## src/rtl/floating_divide_pkg.sv

```systemverilog
// Shared types and constant builders for the sequential floating-point divider.
// Word constants are built at 64 bits; callers slice them to their own word width.
package floating_divide_pkg;

    typedef enum logic [2:0] {
        ST_IDLE,
        ST_UNPACK,
        ST_DIVIDE,
        ST_ROUND,
        ST_DONE
    } state_t;

    localparam int unsigned FLAG_INVALID   = 3;
    localparam int unsigned FLAG_DIV_ZERO  = 2;
    localparam int unsigned FLAG_OVERFLOW  = 1;
    localparam int unsigned FLAG_UNDERFLOW = 0;

    localparam int unsigned WORD_MAX = 64;

    function automatic int unsigned exp_bias(input int unsigned exp_w);
        return (32'd1 << (exp_w - 1)) - 32'd1;
    endfunction

    // Positive infinity: exponent all ones, fraction zero.
    function automatic logic [WORD_MAX-1:0] inf_word(input int unsigned exp_w,
                                                     input int unsigned man_w);
        return ((64'd1 << exp_w) - 64'd1) << man_w;
    endfunction

    // Canonical quiet NaN: positive, exponent all ones, fraction MSB set.
    function automatic logic [WORD_MAX-1:0] qnan_word(input int unsigned exp_w,
                                                      input int unsigned man_w);
        return inf_word(exp_w, man_w) | (64'd1 << (man_w - 1));
    endfunction

endpackage

```

## src/rtl/floating_divide_seq_iter.sv

```systemverilog
// Radix-2 restoring significand divider: one quotient bit per step, exact sticky
// from the final partial remainder.
module mantissa_divider_iter
    import floating_divide_pkg::*;
#(
    parameter int unsigned SIG_W = 24,
    parameter int unsigned QUO_W = 26
) (
    input  logic             clk,
    input  logic             rst_n,
    input  logic             load,
    input  logic             step,
    input  logic [SIG_W-1:0] divisor,
    input  logic [SIG_W-1:0] dividend,
    output logic [QUO_W-1:0] quotient,
    output logic             sticky,
    output logic             last
);

    localparam int unsigned CW = $clog2(QUO_W);

    logic [QUO_W-1:0] rem;
    logic [QUO_W-1:0] rem_sub;
    logic [QUO_W-1:0] div_ext;
    logic [SIG_W-1:0] div_r;
    logic [CW-1:0]    cnt;
    logic             ge;

    always_comb begin
        div_ext = {{(QUO_W-SIG_W){1'b0}}, div_r};
        ge      = (rem >= div_ext);
        rem_sub = ge ? (rem - div_ext) : rem;
    end

    always_ff @(posedge clk or negedge rst_n) begin
        if (!rst_n) begin
            rem      <= '0;
            div_r    <= '0;
            quotient <= '0;
            cnt      <= '0;
        end else if (load) begin
            rem      <= {{(QUO_W-SIG_W){1'b0}}, dividend};
            div_r    <= divisor;
            quotient <= '0;
            cnt      <= '0;
        end else if (step) begin
            rem      <= rem_sub << 1;
            quotient <= {quotient[QUO_W-2:0], ge};
            cnt      <= cnt + CW'(1);
        end
    end

    assign sticky = |rem;
    assign last   = step && (cnt == CW'(QUO_W - 1));

endmodule

```

## src/rtl/floating_divide_seq.sv

```systemverilog
// Multi-cycle floating-point divider: start/busy/done handshake, flush-to-zero
// denormals, round-to-nearest-even and {invalid, div_by_zero, overflow, underflow} flags.
module floating_divide_seq
    import floating_divide_pkg::*;
#(
    parameter int unsigned EXP_W = 8,
    parameter int unsigned MAN_W = 23
) (
    input  logic                   clk,
    input  logic                   rst_n,
    input  logic                   start,
    input  logic [EXP_W+MAN_W:0]   a,
    input  logic [EXP_W+MAN_W:0]   b,
    output logic                   busy,
    output logic                   done,
    output logic [EXP_W+MAN_W:0]   out,
    output logic [3:0]             flags
);

    localparam int unsigned W  = 1 + EXP_W + MAN_W;
    localparam int unsigned SW = MAN_W + 1;
    localparam int unsigned QW = MAN_W + 3;
    localparam int unsigned XW = EXP_W + 2;

    localparam logic [WORD_MAX-1:0] INF_FULL  = inf_word(EXP_W, MAN_W);
    localparam logic [WORD_MAX-1:0] QNAN_FULL = qnan_word(EXP_W, MAN_W);
    localparam logic [W-1:0]        INF_POS   = INF_FULL[W-1:0];
    localparam logic [W-1:0]        QNAN      = QNAN_FULL[W-1:0];
    localparam logic [XW-1:0]       BIAS      = XW'(exp_bias(EXP_W));
    localparam logic [XW-1:0]       EXP_MAX   = XW'((1 << EXP_W) - 1);

    state_t state, state_n;

    logic [W-1:0]  a_r, b_r, res_r;
    logic [3:0]    rflags_r;
    logic          sign_r;
    logic [XW-1:0] exp_r;

    logic               a_sign, b_sign;
    logic [EXP_W-1:0]   ea, eb;
    logic [MAN_W-1:0]   fa, fb;
    logic               a_nan, b_nan, a_inf, b_inf, a_zero, b_zero;
    logic [SW-1:0]      ma, mb;
    logic [XW-1:0]      exp_unpack;
    logic               sign_q;
    logic               spec_hit;
    logic [W-1:0]       spec_word;
    logic [3:0]         spec_flags;

    logic [QW-1:0]  quotient;
    logic           div_sticky, div_last;

    logic           q_msb, guard, sticky_r, round_up;
    logic [SW-1:0]  mant_pre;
    logic [SW:0]    mant_sum;
    logic [XW-1:0]  exp_pre, exp_rnd;
    logic [MAN_W-1:0] frac_rnd;
    logic [W-1:0]   round_word;
    logic [3:0]     round_flags;

    // Denormals have a zero exponent field and are treated as zero.
    always_comb begin
        {a_sign, ea, fa} = a_r;
        {b_sign, eb, fb} = b_r;
        a_nan  = (&ea) && (|fa);
        b_nan  = (&eb) && (|fb);
        a_inf  = (&ea) && !(|fa);
        b_inf  = (&eb) && !(|fb);
        a_zero = !(|ea);
        b_zero = !(|eb);
        ma     = {1'b1, fa};
        mb     = {1'b1, fb};
        sign_q = a_sign ^ b_sign;
        exp_unpack = {2'b00, ea} - {2'b00, eb} + BIAS;
    end

    always_comb begin
        spec_hit   = 1'b1;
        spec_word  = '0;
        spec_flags = '0;
        if (a_nan || b_nan || (a_zero && b_zero) || (a_inf && b_inf)) begin
            spec_word                 = QNAN;
            spec_flags[FLAG_INVALID]  = 1'b1;
        end else if (b_zero && !a_inf) begin
            spec_word                 = {sign_q, INF_POS[W-2:0]};
            spec_flags[FLAG_DIV_ZERO] = 1'b1;
        end else if (a_inf) begin
            spec_word = {sign_q, INF_POS[W-2:0]};
        end else if (a_zero || b_inf) begin
            spec_word = {sign_q, {(W-1){1'b0}}};
        end else begin
            spec_hit = 1'b0;
        end
    end

    mantissa_divider_iter #(
        .SIG_W(SW),
        .QUO_W(QW)
    ) u_div (
        .clk      (clk),
        .rst_n    (rst_n),
        .load     ((state == ST_UNPACK) && !spec_hit),
        .step     (state == ST_DIVIDE),
        .divisor  (mb),
        .dividend (ma),
        .quotient (quotient),
        .sticky   (div_sticky),
        .last     (div_last)
    );

    // Quotient lies in (0.5, 2); a clear MSB means one extra normalising shift.
    always_comb begin
        q_msb    = quotient[QW-1];
        mant_pre = q_msb ? quotient[QW-1:2] : quotient[QW-2:1];
        guard    = q_msb ? quotient[1] : quotient[0];
        sticky_r = q_msb ? (quotient[0] | div_sticky) : div_sticky;
        exp_pre  = q_msb ? exp_r : (exp_r - XW'(1));
        round_up = guard & (sticky_r | mant_pre[0]);
        mant_sum = {1'b0, mant_pre} + (SW+1)'(round_up);
        exp_rnd  = exp_pre + XW'(mant_sum[SW]);
        frac_rnd = MAN_W'(mant_sum >> mant_sum[SW]);
        round_flags = '0;
        if (!exp_rnd[XW-1] && (exp_rnd >= EXP_MAX)) begin
            round_word                  = {sign_r, INF_POS[W-2:0]};
            round_flags[FLAG_OVERFLOW]  = 1'b1;
        end else if (exp_rnd[XW-1] || (exp_rnd == '0)) begin
            round_word                  = {sign_r, {(W-1){1'b0}}};
            round_flags[FLAG_UNDERFLOW] = 1'b1;
        end else begin
            round_word = {sign_r, exp_rnd[EXP_W-1:0], frac_rnd};
        end
    end

    always_ff @(posedge clk or negedge rst_n) begin
        if (!rst_n) state <= ST_IDLE;
        else        state <= state_n;
    end

    always_comb begin
        state_n = state;
        case (state)
            ST_IDLE:   if (start) state_n = ST_UNPACK;
            ST_UNPACK: state_n = spec_hit ? ST_DONE : ST_DIVIDE;
            ST_DIVIDE: if (div_last) state_n = ST_ROUND;
            ST_ROUND:  state_n = ST_DONE;
            ST_DONE:   state_n = ST_IDLE;
            default:   state_n = ST_IDLE;
        endcase
    end

    always_ff @(posedge clk or negedge rst_n) begin
        if (!rst_n) begin
            a_r      <= '0;
            b_r      <= '0;
            sign_r   <= 1'b0;
            exp_r    <= '0;
            res_r    <= '0;
            rflags_r <= '0;
            done     <= 1'b0;
            out      <= '0;
            flags    <= '0;
        end else begin
            done <= 1'b0;
            case (state)
                ST_IDLE: if (start) begin
                    a_r <= a;
                    b_r <= b;
                end
                ST_UNPACK: begin
                    sign_r <= sign_q;
                    exp_r  <= exp_unpack;
                    if (spec_hit) begin
                        res_r    <= spec_word;
                        rflags_r <= spec_flags;
                    end
                end
                ST_ROUND: begin
                    res_r    <= round_word;
                    rflags_r <= round_flags;
                end
                ST_DONE: begin
                    done  <= 1'b1;
                    out   <= res_r;
                    flags <= rflags_r;
                end
                default: ;
            endcase
        end
    end

    assign busy = (state == ST_DIVIDE) || (state == ST_ROUND) || (state == ST_DONE);

endmodule

```

## config.mk

```make
export PLATFORM = sky130hd
export DESIGN_NAME = floating_divide_seq
export DESIGN_NICKNAME = d
export VERILOG_FILES = /design/src/rtl/floating_divide_pkg.sv /design/src/rtl/floating_divide_seq_iter.sv /design/src/rtl/floating_divide_seq.sv
export SDC_FILE = /design/constraint.sdc
export NUM_CORES = 1
export LEC_CHECK = 0
export CORE_MARGIN = 2
export CORE_UTILIZATION = 55
export CTS_BUF_LIST = sky130_fd_sc_hd__clkbuf_4 sky130_fd_sc_hd__clkbuf_8
export CTS_CLUSTER_DIAMETER = 150
export DETAILED_ROUTE_END_ITERATION = 6
export PLACE_DENSITY_LB_ADDON = 0.08
export SLEW_MARGIN = 5
export SYNTH_ARGS = -nofsm -noshare
export SYNTH_HDL_FRONTEND = slang
export SYNTH_SLANG_ARGS = --single-unit
```

## constraint.sdc

```tcl
create_clock -name clk -period 6.2 [get_ports clk]
set_clock_uncertainty 0.05 [all_clocks]
set_input_delay 1.24 -clock clk [delete_from_list [all_inputs] [get_ports clk]]
set_output_delay 1.24 -clock clk [all_outputs]
set_load 0.005 [all_outputs]
```

==> results of run 1 <==
-- logic make-up (layout without fill, tap and decap cells) --
kind of cell	after synthesis	count (layout)	share of synthesized area [%]
and+or+nand+nor	375	375	14.7
AOI/OAI and AO/OA	281	281	15.0
buffers and inverters	121	237	3.79
xor gates and xnor gates	69	69	4.76
muxes	138	138	11.9
DFF	232	232	45.7
adders and majority gates	41	41	4.16
-- cell type report --
type / instances / area [sq um]
Sequential cell: 232 / 5810
Inverter: 50 / 188
Tap cell: 285 / 357
Fill cell: 1936 / 7830
Clock buffer: 62 / 778
Multi-Input combinational cell: 904 / 6460
Timing Repair Buffer: 117 / 1160
Clock inverter: 8 / 67.6
-- metrics by stage --
stage / worst slack [ps] / std cells / hold slack, ps / instance area, sq um
2_1_floorplan: 118 / 1257 / 381 / 12700
3_3_place_gp: 685 / 1588 / 413 / 14000
3_5_place_dp: 595 / 1588 / 417 / 14000
4_1_cts: 573 / 1658 / 433 / 14800
5_1_grt: 199 / 1658 / 457 / 14800
6_report: 602 / 1658 / 425 / 14800
-- final timing paths --
check                              startpoint       endpoint  cells after the start
max in group asynchronous               rst_n  u_div.rem[13]                      2
hold / removal                       res_r[6]       res_r[6]                      2
setup / recovery           u_div.quotient[25]      res_r[12]                     17
hold reg to reg                      res_r[6]       res_r[6]                      2
min in group asynchronous               rst_n      res_r[28]                      1
setup reg to reg           u_div.quotient[25]      res_r[12]                     17
-- critical path, delay by kind of cell (launching register included) --
family	cells	cell delay (ps)
buffers and inverters	1	240
AO/OA/AOI/OAI	5	1490
multiplexers	1	260
flip-flops	1	430
adder cells (fa/ha/maj)	3	670
XOR/XNOR	1	170
AND/OR/NAND/NOR	6	2130
-- routing by layer --
metal,vias up,track usage (%)
met1,4646,33.1
met3,57,3.31
met5,-,0
li1,4714,-
met4,0,8.34
met2,202,36.1
-- power groups by stage --
stage | logic (mW) | clock network (mW) | registers, mW
finish | 3.88 | 1.45 | 2.63
global route | 4.35 | 1.55 | 2.72
CTS | 3.89 | 1.49 | 2.62
detailed placement | 3.86 | 0 | 2.64
global placement | 3.80 | 0 | 2.63
floorplan | 3.11 | 0 | 2.42
-- flip-flops by register name, indices dropped and copies added (netlist names) --
register and count:
a_r 32, b_r 32, out 32, res_r 32, u_div.quotient 26, u_div.rem 26
u_div.div_r 24, exp_r 10, u_div.cnt 5, flags 4, rflags_r 4, state 3
done 1, sign_r 1
-- layout by cell type (no fill, tap or decap), drive strengths merged, types with 19 or more instances in the layout --
cell type / count
ha: 39
o31ai: 19
o21ai: 88
mux2i: 38
nand3: 28
a22o: 26
nand4: 21
nor3: 21
mux2: 100
a22oi: 19
nor2: 80
nor4: 26
clkdlybuf4s50: 103
a21oi: 46
inv: 50
clkbuf: 62
nand2: 114
xnor2: 41
xor2: 28
dfrtp: 232
==> metrics.csv, run 1 <==
metric;value;unit
outcome;finished clean;
final-report setup violation count;0;
routed wl met3;1050;um
max incr delay on CP;730;ps
# Post-CTS Setup Buffers;0;
critical path arrival;5940;ps
Post-CTS Hold Fix Bufs;0;
Via density;5.80;
met2 WL post-DR;12300;um
vias in the first global route;9124;
post-synth cell types;70;
CTS H-tree depth;2;
sequential share of the synthesized area;45.7;%
Worst-Skew Late Latency;550;ps
clock buffer count from CTS;40;
1st-iter DRT viols;576;
Final HPWL DP;19100;um
clock transition at the registers of the reported paths;60;ps
Row Count;55;
Internal;4.73;mW
Die ar.;24300;sq um
starting density of the core;56.1;%
GR Overflow Total;0;
clock sink total;232;
critical-path cell list;buf_4, mux2_2, ha_1, nand3_1, or4b_2, or4_1, nor3_2, ha_1, ha_1, nor2_1, a21oi_1, o21ai_0, xnor2_1, or4_1, o41ai_1, a21bo_2, o21ai_0;
PortBufs;104;
area grow syn2layout;16.6;%
IO Count;105;
sw frac;40.6;%
clock share of power;18.2;%
TNS Setup;0;ps
WL final;27200;um
Post-synth EDFFs;0;
CP Max Fanout;24;
CTS tree;yes;
actual slew at the worst max-slew pin;1190;ps
initial antenna violation count;0;
period utilization;90.3;%
Power Total;7.96;mW
synth top area cells;dfrtp_1 46%, mux2_2 8.9%, ha_1 3.8%, o21ai_0 3.4%, nand2_1 3.4%;
# diodes;0;
Tot GR Track Use;23.1;%
Fmax achieved;179;MHz
Final Hold Violating Endpoints;0;
r2r setup slk;600;ps
Syn Std Cell Area;12700;sq um
DRC Markers;0;
Resize count post-CTS;0;
Cells after Synth;1257;
Core Area;22600;sq um
Synth warnings;0;
share of layout cells above drive strength 1;15.8;%
most used cell, CP;ha_1;
unrepaired setup endpoints after global routing;false;
sequential share of power;33.0;%
Max-Cap Viols;0;
Req. time, crit path;6550;ps
Worst IR Drop VDD;0.282;mV
Die Y;156;um
Initial DRT Pass Iterations;5;
final core utilization;65.4;%
Critical-path top delay cell;or4b_2;
Power Dens Cells;537;nW/um^2
ys async rst share;100;%
syn_area_per_cell;10.1;sq um
GPL Wtd Cong;0.893;
# nets final;1453;
routed len/inst;16.4;um
ys flop type;dfrtp_1;
count leader, synth;dfrtp_1;
Root Buffer;clkbuf_8;
die width;156;um
first-pass GRT wire length;46000;um
Synth top area share;45.7;%
Slew Viols, Final;0;
Max Used Layer;met4;
Mapped Nets;1365;
type of origin of the critical path;flop;
Psw;3.23;mW
Rel. slew slack;20.6;%
Synth area leader;dfrtp_1;
most frequent cells after synthesis;232 x dfrtp_1, 114 x nand2_1, 100 x mux2_2;
minimum clock period;5600;ps
Crit Path Category;reg -> reg;
deepest clock path buffer count;3;
register bit total from synthesis;232;
pin count of the biggest net entering global routing;120;
CP endpoint kind;flop;
Hold Path Class;reg -> reg;
via count;9619;
Metal-1 WL;13100;um
post-route antenna net violation count;0;
Pleak;6.31;nW
Comb power frac;48.8;%
No activity file was read; power rests on OpenSTA's default activity.
==> inputs of run 2 (changes only) <==
- CAP_MARGIN: unset -> 15
==> metrics.csv, run 2 (synthesis results as in run 1) <==
metric;value;unit
GPL Wtd Cong;0.893;
Resize count post-CTS;0;
Pleak;6.32;nW
reg2reg path depth;17;
worst hold slack;425;ps
CTS H-tree depth;2;
period utilization;90.4;%
most frequent cells in the layout;231 x dfrtp_1, 114 x nand2_1, 103 x clkdlybuf4s50_1;
Internal;4.73;mW
area grow syn2layout;16.7;%
share of layout cells above drive strength 1;15.9;%
outcome;finished clean;
starting density of the core;56.1;%
Fmax achieved;178;MHz
# nets final;1454;
sequential share of power;33.0;%
clock buffer count from CTS;40;
PortBufs;104;
actual slew at the worst max-slew pin;1020;ps
final core utilization;65.5;%
Finished Layout Cells;1659;
first-pass GRT wire length;46000;um
initial antenna violation count;0;
post-route antenna net violation count;0;
# Post-CTS Setup Buffers;0;
Max-Cap Viols;0;
Psw;3.23;mW
routed len/inst;16.4;um
# diodes;0;
Via density;5.80;
Design Area, Final;14800;sq um
pre-CTS WS;595;ps
GR Overflow Total;0;
Min-Delay Startpoint;res_r[6];
Req. time, crit path;6550;ps
Root Buffer;clkbuf_8;
clock transition at the registers of the reported paths;60;ps
Post-CTS Hold Fix Bufs;0;
IO Count;105;
TNS Setup;0;ps
Die Y;156;um
RR Endpoint;res_r[12];
Power Dens Cells;537;nW/um^2
Initial DRT Pass Iterations;5;
sw frac;40.6;%
placed cells;1588;
deepest clock path buffer count;3;
Worst IR Drop VDD;0.282;mV
minimum clock period;5600;ps
Area after DPL;14000;sq um
CP endpoint kind;flop;
Tot GR Track Use;23.1;%
vias in the first global route;9124;
Die ar.;24300;sq um
die width;156;um
Slew Viols, Final;0;
FF-to-FF Start;u_div.quotient[25];
unrepaired setup endpoints after global routing;false;
Rel. slew slack;30.8;%
CP Max Fanout;24;
1st-iter DRT viols;630;
setup ws final;596;ps
CTS tree;yes;
Final HPWL DP;19100;um
WL final;27200;um
Worst-Skew Late Latency;550;ps
commonest non-fill, non-tap cell in the layout;dfrtp_1;
r2r setup slk;600;ps
final-report setup violation count;0;
critical path arrival;5950;ps
Comb power frac;48.8;%
Final Hold Violating Endpoints;0;
clock sink total;232;
Power Total;7.96;mW
DRC Markers;0;
type of origin of the critical path;flop;
pin count of the biggest net entering global routing;120;
Fillers;1936;
clock share of power;18.2;%
Crit Path Category;reg -> reg;
Row Count;55;
Hold Path Class;reg -> reg;
Core Area;22600;sq um
worst hold stages;2;
Hold EP;res_r[6];
via count;9623;
[run 2: cell count changes in the layout (fill, tap and decap cells not counted), sizes merged]
cell	before	now
buf	14	15
[run 2: worst max path at each step]
stage	slack [ps]	to	start
global placement	690	res_r[8]	u_div.quotient[25]
global route	200	res_r[8]	u_div.quotient[25]
floorplan	120	res_r[10]	u_div.quotient[25]
detailed placement	600	res_r[12]	u_div.quotient[25]
finish	600	res_r[12]	u_div.quotient[25]
CTS	570	res_r[12]	u_div.quotient[25]
[run 2: worst max-delay path: stages (launching register included)]
cell and delay [ps]:
dfrtp_2 430, buf_4 240, mux2_2 260, ha_1 200, nand3_1 130, or4b_2 730, or4_1 540, nor3_2 280
ha_1 240, ha_1 230, nor2_1 50, a21oi_1 110, o21ai_0 100, xnor2_1 170, or4_1 410, o41ai_1 580
a21bo_2 520, o21ai_0 170
[run 2: final cells by class]
cell class              count  area [sq um]  share of cell area [%]
flip-flops and latches    232          5810                    39.2
well taps                 285           357                    2.40
clock buffers              62           778                    5.25
multi-input cells         904          6460                    43.6
repair buffers            118          1170                    7.90
clock inverters             8          67.6                   0.456
inverters                  50           188                    1.27
[run 2: layer usage]
| layer | part of all wire [%] | GRT usage, % | wire, um |
|---|---|---|---|
| met2 | 46 | 36.1 | 12400 |
| met5 | 0 | 0 | 0 |
| met3 | 4.2 | 3.31 | 1150 |
| met1 | 47 | 33.1 | 12900 |
| met4 | 2.7 | 8.34 | 745 |
[run 2: power by group through the flow]
stage | sequential, mW | clock [mW] | combinational, mW
after floorplan | 2.42 | 0 | 3.11
after global placement | 2.63 | 0 | 3.80
after detailed placement | 2.64 | 0 | 3.86
after CTS | 2.62 | 1.49 | 3.89
after global routing | 2.72 | 1.55 | 4.36
final | 2.63 | 1.45 | 3.88
